### src/rtl/lcd_pkg.sv
// Shared types and constants for the HD44780 bus receiver.
package lcd_pkg;

    typedef enum logic [1:0] {MODE8, NIB_HI, NIB_LO} state_e;

    localparam logic [7:0] CMD_CLEAR     = 8'h01;
    localparam logic [7:0] CMD_HOME      = 8'h02;
    localparam logic [7:0] CMD_SET_DDRAM = 8'h80;
    localparam logic [3:0] FUNC_4BIT     = 4'h2;

    localparam logic [6:0] WRAP_ROW0 = 7'h27;
    localparam logic [6:0] WRAP_ROW1 = 7'h67;
    localparam logic [6:0] ROW1_BASE = 7'h40;

    // Two-line DDRAM walk: row 0 ends at 0x27, row 1 ends at 0x67.
    function automatic logic [6:0] cursor_next(input logic [6:0] a);
        if (a >= WRAP_ROW1)
            return 7'h00;
        else if (a >= WRAP_ROW0 && a < ROW1_BASE)
            return ROW1_BASE;
        else
            return a + 7'd1;
    endfunction

    function automatic logic cursor_visible(input logic [6:0] a);
        return (a[5:4] == 2'b00);
    endfunction

endpackage

### src/rtl/lcd_sync.sv
// Two-flop synchroniser for the LCD bus plus a registered falling-edge
// detector on lcd_e that captures rs/rw/dat alongside the strobe.
module lcd_sync (
    input  logic       clk,
    input  logic       rst,
    input  logic       e_i,
    input  logic       rs_i,
    input  logic       rw_i,
    input  logic [3:0] dat_i,
    output logic       fall_o,
    output logic       rs_o,
    output logic       rw_o,
    output logic [3:0] dat_o
);

    logic [6:0] s1_q, s2_q;
    logic       e_prev_q;
    logic       fall_q, rs_q, rw_q;
    logic [3:0] dat_q;
    logic       fall;

    assign fall = e_prev_q & ~s2_q[6];

    always_ff @(posedge clk or posedge rst) begin
        if (rst) begin
            s1_q     <= '0;
            s2_q     <= '0;
            e_prev_q <= 1'b0;
            fall_q   <= 1'b0;
            rs_q     <= 1'b0;
            rw_q     <= 1'b0;
            dat_q    <= 4'h0;
        end else begin
            s1_q     <= {e_i, rs_i, rw_i, dat_i};
            s2_q     <= s1_q;
            e_prev_q <= s2_q[6];
            fall_q   <= fall;
            if (fall) begin
                rs_q  <= s2_q[5];
                rw_q  <= s2_q[4];
                dat_q <= s2_q[3:0];
            end
        end
    end

    assign fall_o = fall_q;
    assign rs_o   = rs_q;
    assign rw_o   = rw_q;
    assign dat_o  = dat_q;

endmodule

### src/rtl/lcd_rx.sv
// HD44780 write-bus sniffer: reassembles bytes, tracks the DDRAM cursor
// and reports writes to the 2x16 visible window.
module lcd_rx
    import lcd_pkg::*;
#(
    parameter int TIMEOUT = 65535
) (
    input  logic       clk,
    input  logic       rst,
    input  logic       lcd_e,
    input  logic       lcd_rs,
    input  logic       lcd_rw,
    input  logic [3:0] lcd_dat,
    output logic       byte_valid,
    output logic [7:0] byte_data,
    output logic       byte_rs,
    output logic       wr_en,
    output logic [4:0] wr_addr,
    output logic [7:0] wr_data,
    output logic       clr,
    output logic       mode4,
    output logic       err
);

    logic       fall, s_rs, s_rw;
    logic [3:0] s_dat;

    lcd_sync u_sync (
        .clk    (clk),
        .rst    (rst),
        .e_i    (lcd_e),
        .rs_i   (lcd_rs),
        .rw_i   (lcd_rw),
        .dat_i  (lcd_dat),
        .fall_o (fall),
        .rs_o   (s_rs),
        .rw_o   (s_rw),
        .dat_o  (s_dat)
    );

    state_e      state_q, state_d;
    logic [3:0]  hi_q, hi_d;
    logic        hrs_q, hrs_d;
    logic [16:0] cnt_q, cnt_d;
    logic        mode4_q, mode4_d, err_q, err_d;
    logic        asm_valid_q, asm_valid_d, asm_rs_q, asm_rs_d;
    logic [7:0]  asm_byte_q, asm_byte_d;
    logic        wr_strobe;

    assign wr_strobe = fall & ~s_rw;

    always_ff @(posedge clk or posedge rst) begin
        if (rst) begin
            state_q     <= MODE8;
            hi_q        <= 4'h0;
            hrs_q       <= 1'b0;
            cnt_q       <= '0;
            mode4_q     <= 1'b0;
            err_q       <= 1'b0;
            asm_valid_q <= 1'b0;
            asm_rs_q    <= 1'b0;
            asm_byte_q  <= 8'h00;
        end else begin
            state_q     <= state_d;
            hi_q        <= hi_d;
            hrs_q       <= hrs_d;
            cnt_q       <= cnt_d;
            mode4_q     <= mode4_d;
            err_q       <= err_d;
            asm_valid_q <= asm_valid_d;
            asm_rs_q    <= asm_rs_d;
            asm_byte_q  <= asm_byte_d;
        end
    end

    always_comb begin
        state_d     = state_q;
        hi_d        = hi_q;
        hrs_d       = hrs_q;
        cnt_d       = cnt_q;
        mode4_d     = mode4_q;
        err_d       = err_q;
        asm_valid_d = 1'b0;
        asm_rs_d    = asm_rs_q;
        asm_byte_d  = asm_byte_q;
        if (fall && s_rw)
            err_d = 1'b1;
        unique case (state_q)
            MODE8: begin
                if (wr_strobe) begin
                    asm_valid_d = 1'b1;
                    asm_byte_d  = {s_dat, 4'h0};
                    asm_rs_d    = s_rs;
                    if (s_dat == FUNC_4BIT) begin
                        state_d = NIB_HI;
                        mode4_d = 1'b1;
                    end
                end
            end
            NIB_HI: begin
                cnt_d = '0;
                if (wr_strobe) begin
                    hi_d    = s_dat;
                    hrs_d   = s_rs;
                    state_d = NIB_LO;
                end
            end
            NIB_LO: begin
                if (wr_strobe) begin
                    asm_valid_d = 1'b1;
                    asm_byte_d  = {hi_q, s_dat};
                    asm_rs_d    = hrs_q;
                    state_d     = NIB_HI;
                    cnt_d       = '0;
                end else if (cnt_q >= 17'(TIMEOUT)) begin
                    err_d   = 1'b1;
                    state_d = NIB_HI;
                    cnt_d   = '0;
                end else if (cnt_q != '1) begin
                    cnt_d = cnt_q + 17'd1;
                end
            end
            default: state_d = MODE8;
        endcase
    end

    logic [6:0] cursor_q, cursor_d;
    logic       bv_q, bv_d, brs_q, brs_d;
    logic [7:0] bdat_q, bdat_d, wdat_q, wdat_d;
    logic       wen_q, wen_d, clr_q, clr_d;
    logic [4:0] waddr_q, waddr_d;

    always_ff @(posedge clk or posedge rst) begin
        if (rst) begin
            cursor_q <= 7'h00;
            bv_q     <= 1'b0;
            brs_q    <= 1'b0;
            bdat_q   <= 8'h00;
            wdat_q   <= 8'h00;
            wen_q    <= 1'b0;
            clr_q    <= 1'b0;
            waddr_q  <= 5'd0;
        end else begin
            cursor_q <= cursor_d;
            bv_q     <= bv_d;
            brs_q    <= brs_d;
            bdat_q   <= bdat_d;
            wdat_q   <= wdat_d;
            wen_q    <= wen_d;
            clr_q    <= clr_d;
            waddr_q  <= waddr_d;
        end
    end

    always_comb begin
        cursor_d = cursor_q;
        bv_d     = 1'b0;
        brs_d    = brs_q;
        bdat_d   = bdat_q;
        wdat_d   = wdat_q;
        wen_d    = 1'b0;
        clr_d    = 1'b0;
        waddr_d  = waddr_q;
        if (asm_valid_q) begin
            bv_d   = 1'b1;
            bdat_d = asm_byte_q;
            brs_d  = asm_rs_q;
            if (asm_rs_q) begin
                if (cursor_visible(cursor_q)) begin
                    wen_d   = 1'b1;
                    waddr_d = {cursor_q[6], cursor_q[3:0]};
                    wdat_d  = asm_byte_q;
                end
                cursor_d = cursor_next(cursor_q);
            end else if (asm_byte_q == CMD_CLEAR) begin
                clr_d    = 1'b1;
                cursor_d = 7'h00;
            end else if (asm_byte_q[7:1] == CMD_HOME[7:1]) begin
                cursor_d = 7'h00;
            end else if ((asm_byte_q & CMD_SET_DDRAM) != 8'h00) begin
                cursor_d = asm_byte_q[6:0];
            end
        end
    end

    assign byte_valid = bv_q;
    assign byte_data  = bdat_q;
    assign byte_rs    = brs_q;
    assign wr_en      = wen_q;
    assign wr_addr    = waddr_q;
    assign wr_data    = wdat_q;
    assign clr        = clr_q;
    assign mode4      = mode4_q;
    assign err        = err_q;

endmodule
### config.mk
export PLATFORM = sky130hd
export DESIGN_NAME = lcd_rx
export DESIGN_NICKNAME = d
export VERILOG_FILES = /design/src/rtl/lcd_pkg.sv /design/src/rtl/lcd_sync.sv /design/src/rtl/lcd_rx.sv
export SDC_FILE = /design/constraint.sdc
export NUM_CORES = 1
export LEC_CHECK = 0
export CAP_MARGIN = 20
export CORE_MARGIN = 2
export CORE_UTILIZATION = 60
export CTS_CLUSTER_DIAMETER = 80
export CTS_CLUSTER_SIZE = 14
export DETAILED_ROUTE_END_ITERATION = 10
export MAX_ROUTING_LAYER = met4
export PLACE_DENSITY = 0.84
export SLEW_MARGIN = 20
export SYNTH_ARGS = -nofsm -noshare
export SYNTH_HDL_FRONTEND = slang
export SYNTH_HIERARCHICAL = 1
export SYNTH_SLANG_ARGS = --single-unit
### constraint.sdc
create_clock -name clk -period 6.2 [get_ports clk]
set_input_delay 1.24 -clock clk [delete_from_list [all_inputs] [get_ports clk]]
set_output_delay 1.24 -clock clk [all_outputs]
set_load 0.02 [all_outputs]
## Word-level counts from Yosys, hierarchy flattened

Index checks and enable logic that the tools add are counted.

- Logic and storage cells: 96
- Register bits: 90
- Latch bits: 0
- Memory bits (read-only): 0
- Memory bits (writable): 0
- Output and inout bits: 27
- Memories kept: 0

- Order comparisons: 4
- Div/mod/pow operators: 0
- Equal/unequal tests: 12
- Add/subtract/negate cells: 2
- Shifts and indexed selects: 0
- Mux-type cells: 35
- Reduce and logical (&&, ||, !) cells: 15
- Multipliers: 0
- Bitwise gates (word level): 4

Operator list:

| operator | number |
|---|---|
| 2-to-1 mux 17 bit | 3 |
| 2-to-1 mux 7 bit | 6 |
| case mux 17 bit (2 select lines) | 1 |
| adder 17 x 1 -> 17 bit, second input constant | 1 |
| >= comparator 17 x 16 -> 1 bit, second input constant | 1 |
| inequality test 17 bit, second input constant | 1 |
| 2-to-1 mux 8 bit | 2 |
| case mux 8 bit (2 select lines) | 1 |
| 2-to-1 mux 1 bit | 15 |
| 2-to-1 mux 2 bit | 5 |
| AND reduction 3 bit | 3 |
| equality test 8 x 1 -> 1 bit, second input constant | 1 |
| inequality test 2 bit, second input constant | 4 |
| adder 7 x 1 -> 7 bit, second input constant | 1 |
| equality test 7 x 1 -> 1 bit, second input constant | 1 |
| >= comparator 7 x 6 -> 1 bit, second input constant | 1 |
| >= comparator 7 bit, second input constant | 1 |
| less-than comparator 7 bit, second input constant | 1 |
| case mux 2 bit (3 select lines) | 1 |
| AND reduction 2 bit | 3 |
| equality test 4 x 2 -> 1 bit, second input constant | 1 |
| zero test 2 bit | 2 |
| inequality test 4 bit, second input constant | 1 |
| AND reduction 4 bit | 1 |
| other kinds (10) | 14 |

## Logic depth before layout (Yosys ltp)

- Depth in word-level cells: 5
- Mapped depth: 10
- Mapped depth without buffers: 9

## By module

Netlist, hierarchy kept.

By module, submodules not included:

| module | area each (µm²) | sequential area each (µm²) | cells an instance | instances |
|---|---|---|---|---|
| lcd_rx | 3314.4 | 1701.6 | 293 | 1 |
| lcd_sync | 669.4 | 550.5 | 31 | 1 |

## Worst setup path after synthesis

Ideal clock, no wire load.

- Path kind: reg-to-reg
- Start: register cnt_q[4]
- End: register cnt_q[13]
- Path buffers: 0
- Arrival time: 2.162 ns
- Data required time: 6.076 ns
- Cell stages (with the launch flop): 10
- Path slack: 3.914 ns
- Setup time: 0.124 ns
- Cell sequence: dfrtp_1 -> nand4_2 -> nor4_1 -> and3_1 -> ha_1 -> and4b_1 -> nand2_1 -> or3_1 -> and3_1 -> a211o_1

- Cells in the longest elaborated chain, start to end: 5
- Elaborated cells on any way between the ends: 9
- Classes of those cells: add/sub (1); order compare (1); eq/ne (2); mux (4); reduce/logical (1)

Ends and longest elaborated chain:

| what | RTL line | RTL |
|---|---|---|
| start: declaration | lcd_rx.sv:44 | `logic [16:0] cnt_q, cnt_d;` |
| start signal: assignment | lcd_rx.sv:67 | `cnt_q <= cnt_d;` |
| adder 17 x 1 -> 17 bit | lcd_rx.sv:120 | `cnt_d = cnt_q + 17'd1;` |
| 2-to-1 mux 17 bit | lcd_rx.sv:119 | `end else if (cnt_q != '1) begin` |
| 2-to-1 mux 17 bit | lcd_rx.sv:115 | `end else if (cnt_q >= 17'(TIMEOUT)) begin` |
| 2-to-1 mux 17 bit | lcd_rx.sv:109 | `if (wr_strobe) begin` |
| case mux 17 bit (2 select lines) | lcd_rx.sv:88 | `unique case (state_q)` |

Several ways; a longest one is shown, not always the timed one. The select of a mux whose other input is x is not followed.
A chain may end at the register's enable or synchronous reset.

## Worst setup path after layout

- Start: register bdat_q[4], in the netlist byte_data[4]
- End: output port byte_data[4]

RTL lines:

| what | RTL line | RTL |
|---|---|---|
| start: declaration | lcd_rx.sv:129 | `logic [7:0] bdat_q, bdat_d, wdat_q, wdat_d;` |
| start signal: assignment | lcd_rx.sv:147 | `bdat_q <= bdat_d;` |
| end: declaration | lcd_rx.sv:15 | `output logic [7:0] byte_data,` |

No word-level cell between the ends.

==> flow_summary.toml <==
[critical_path]
end_kind = "primary output"
crit_fanout = 2
worstSetupPathType = "flip-flop to primary output"
cp_data_required_time_ns = 4.96
r2r-end = "cnt_q[13]"
cp-start-kind = "flip-flop"
critPathMaxStageDelay_ns = 0.62
path_delay_family = "buffers and inverters"
r2r_start = "cnt_q[4]"
r2r_slack_ns = 3.69
worst-path-buf-inv = 1
path_depth = 1
rr_worst_depth = 9
arrival_ns = 1.34
cp_slowest_cell = "clkdlybuf4s50_1"
critPathCapture = "byte_data[4]"
startpoint = "byte_data[4]"
crit_path_cell_trace = "clkdlybuf4s50_1"

[floorplan]
initial_core_util_pct = 62.4
die_w_um = 85.5
die_area_um2 = 7310
dieHeight_um = 85.5
rows = 29
ios = 36
core_um2 = 6390

[timing]
finalCritPeriodShare_pct = 41.7
skew_ns = 0.0123
hold_slack_ns = 0.353
tightest_slew_ns = 0.837
slew-limit-headroom_pct = 44.2
drv_slew = 0
post-route-min-period_ns = 2.58
setup_viol = 0
rsz0062_at_grt = "false"
final_hold_viol_count = 0
tns_ns = 0
fmax_mhz = 387

[cts]
numCtsBuffers = 9
clk_pin_slew_ns = 0.09
cts.sinks = 90
cts_max_level = 3
cts_tree = "yes"
cts_setup_buffers = 0
hold_buffers = 0
cts_buffer_depth = 2
cts-resized-gates = 0
clkLatencyLatePin_ns = 0.36
cts_root_buffer = "clkbuf_8"

[yosys]
synth_xor_area_share_pct = 0
synth_top_area_cell = "dfrtp_1"
yosys.area_share.simple_pct = 13.7
synth_ff_type = "dfrtp_1"
synth_fa_ha_area_share_pct = 2.83
ys_ff_latch = 90
synthArstFlopShare_pct = 100
synth_compound_area_share_pct = 12.5
syn-cell-area_um2 = 3980
synth_top_area_share_pct = 56.5
synth_nets = 342
synth_top_family_by_area = "simple AND/OR/NAND/NOR gates"
synth_edf_count = 0
postSynthAreaPerCell_um2 = 12.3
post_synth_inst_count = 324
yosys.cell_types.count = 60
synthTopCellsByArea = "dfrtp_1 57%, mux2_2 7.9%, o21ai_0 2.9%"
synthMuxAreaShare_pct = 12.1
ys_seq_area_share_pct = 56.5
synth_warnings = 6

[grt]
grt_overflow_total = 0
grt_max_degree = 69
grt_pass1_vias = 2710
grt_usage_pct = 22.0
grt_pass1_wl_um = 12400
antenna_found_initial = 0

[placed_design]
portBuffers = 35
dp_cells = 430
place_congestion = 0.830
post-dp-hpwl_um = 4840

[final_layout]
stdcell_count = 445
layout-drive-gt1-share_pct = 18.5
areaGrowthSynthToFinish_pct = 14.7
fin_util_pct = 71.6
num_antenna_cells = 0
final_nets = 382

[pwr]
powerDensity_nw_per_um2 = 412
ir_drop_mv = 0.247
cellLeakagePower_nw = 2.06

[detailed_routing]
drtPass1Iterations = 4
drtAntennaViolNets = 0
route.detailed.drc = 0
num_vias = 2738
viasPerCell = 6.15
drtIter0Drc = 160
wl_um = 7170
post_drt_wl_per_cell_um = 16.1

[min_path]
hold_path.class = "flip-flop to flip-flop"

[outcome]
status = "finished clean"

[flow_run]
maxCapViolCount = 0
-- area by class of cell --
class	count	area [um^2]
Timing Repair Buffer	37	365
Inverter	12	45.0
Sequential cell	90	2250
Tap cell	77	96.3
Clock buffer	10	128
Clock inverter	5	41.3
Fill cell	439	1820
Multi-Input combinational cell	214	1640
-- through the flow --
step	worst slack [ns]	power, mW	instance area (um^2)
finish	3.62	1.88	4570
floorplan	3.25	1.30	3980
global placement	3.76	1.51	4400
detailed placement	3.74	1.54	4400
CTS	3.59	1.90	4560
global route	3.56	2.00	4570
-- cell usage after synthesis (all sizes together) (2+ instances only) --
library cell and n:
o21ai 27, o31ai 5, a32o 3, dfrtp 90
or3 2, or4 2, inv 12, o2bb2ai 5
nor2b 7, nor2 16, nor3b 2, o41ai 2
clkbuf 3, nand3 12, mux2i 6, a2bb2oi 4
nand2b 6, buf 5, a21oi 7, nor3 4
nand2 21, a211o 3, nand4 4, and4 2
mux2 35, and3 4, a21o 5, ha 9
nor4 7
-- kinds of logic (layout without fill, tap and decap cells) --
family	Yosys count	after routing
adders and majority gates	9	9
buffers and inverters	20	64
and+or+nand+nor	93	93
AOI/OAI and AO/OA	71	71
muxes	41	41
DFF	90	90
-- state kept, by name, summed over array words and instances (netlist names) --
register	count
byte_data	8
asm_valid_q	1
wr_en	1
clr	1
u_sync/s1_q	7
u_sync/s2_q	7
u_sync/rs_o	1
u_sync/e_prev_q	1
asm_rs_q	1
byte_rs	1
asm_byte_q	8
byte_valid	1
wr_data	8
u_sync/fall_o	1
u_sync/rw_o	1
hi_q	4
u_sync/dat_o	4
cnt_q	17
err	1
mode4	1
hrs_q	1
cursor_q	7
state_q	2
wr_addr	5
-- placed cells by master, fill, tap and decap left out, types with 3 or more instances in the layout --
cell	netlist	routed
dfrtp_1	90	90
clkdlybuf4s50_1	0	35
mux2_2	28	28
o21ai_0	23	23
nand2_1	20	20
nor2_1	15	15
inv_1	12	11
nand3_1	9	9
ha_1	9	9
clkbuf_8	0	9
a21oi_1	7	7
mux2_4	7	7
nand2b_1	6	6
mux2i_1	6	6
nor4_1	6	6
nor2b_1	6	6
o2bb2ai_1	5	5
a2bb2oi_1	4	4
o31ai_1	4	4
nor3_1	4	4
o21ai_1	4	4
a21o_1	4	4
nand3_2	3	3
nand4_1	3	3
and3_1	3	3
a32o_1	3	3
-- worst min-delay path by stage --
stage	slack [ns]	endpoint	cells past startpoint	from
floorplan	0.33	u_sync/s2_q[0]	0	u_sync/s1_q[0]
global placement	0.33	u_sync/s2_q[3]	0	u_sync/s1_q[3]
detailed placement	0.33	u_sync/s2_q[3]	0	u_sync/s1_q[3]
CTS	0.36	u_sync/s2_q[3]	0	u_sync/s1_q[3]
global route	0.36	u_sync/s2_q[3]	0	u_sync/s1_q[3]
finish	0.35	u_sync/s2_q[3]	0	u_sync/s1_q[3]
-- where the power goes --
group	switching (mW)	leakage [nW]	internal [mW]
sequential	0.139	1.16	0.731
combinational	0.345	0.815	0.317
clock	0.204	0.0842	0.147
total	0.688	2.06	1.20
-- per-layer routing --
layer | GRT usage, % | wire [um]
met3 | 4.57 | 310
met4 | 8.37 | 101
met2 | 33.8 | 3440
met1 | 29.1 | 3310
met5 | - | 0
(Power assumes the default switching activity.)
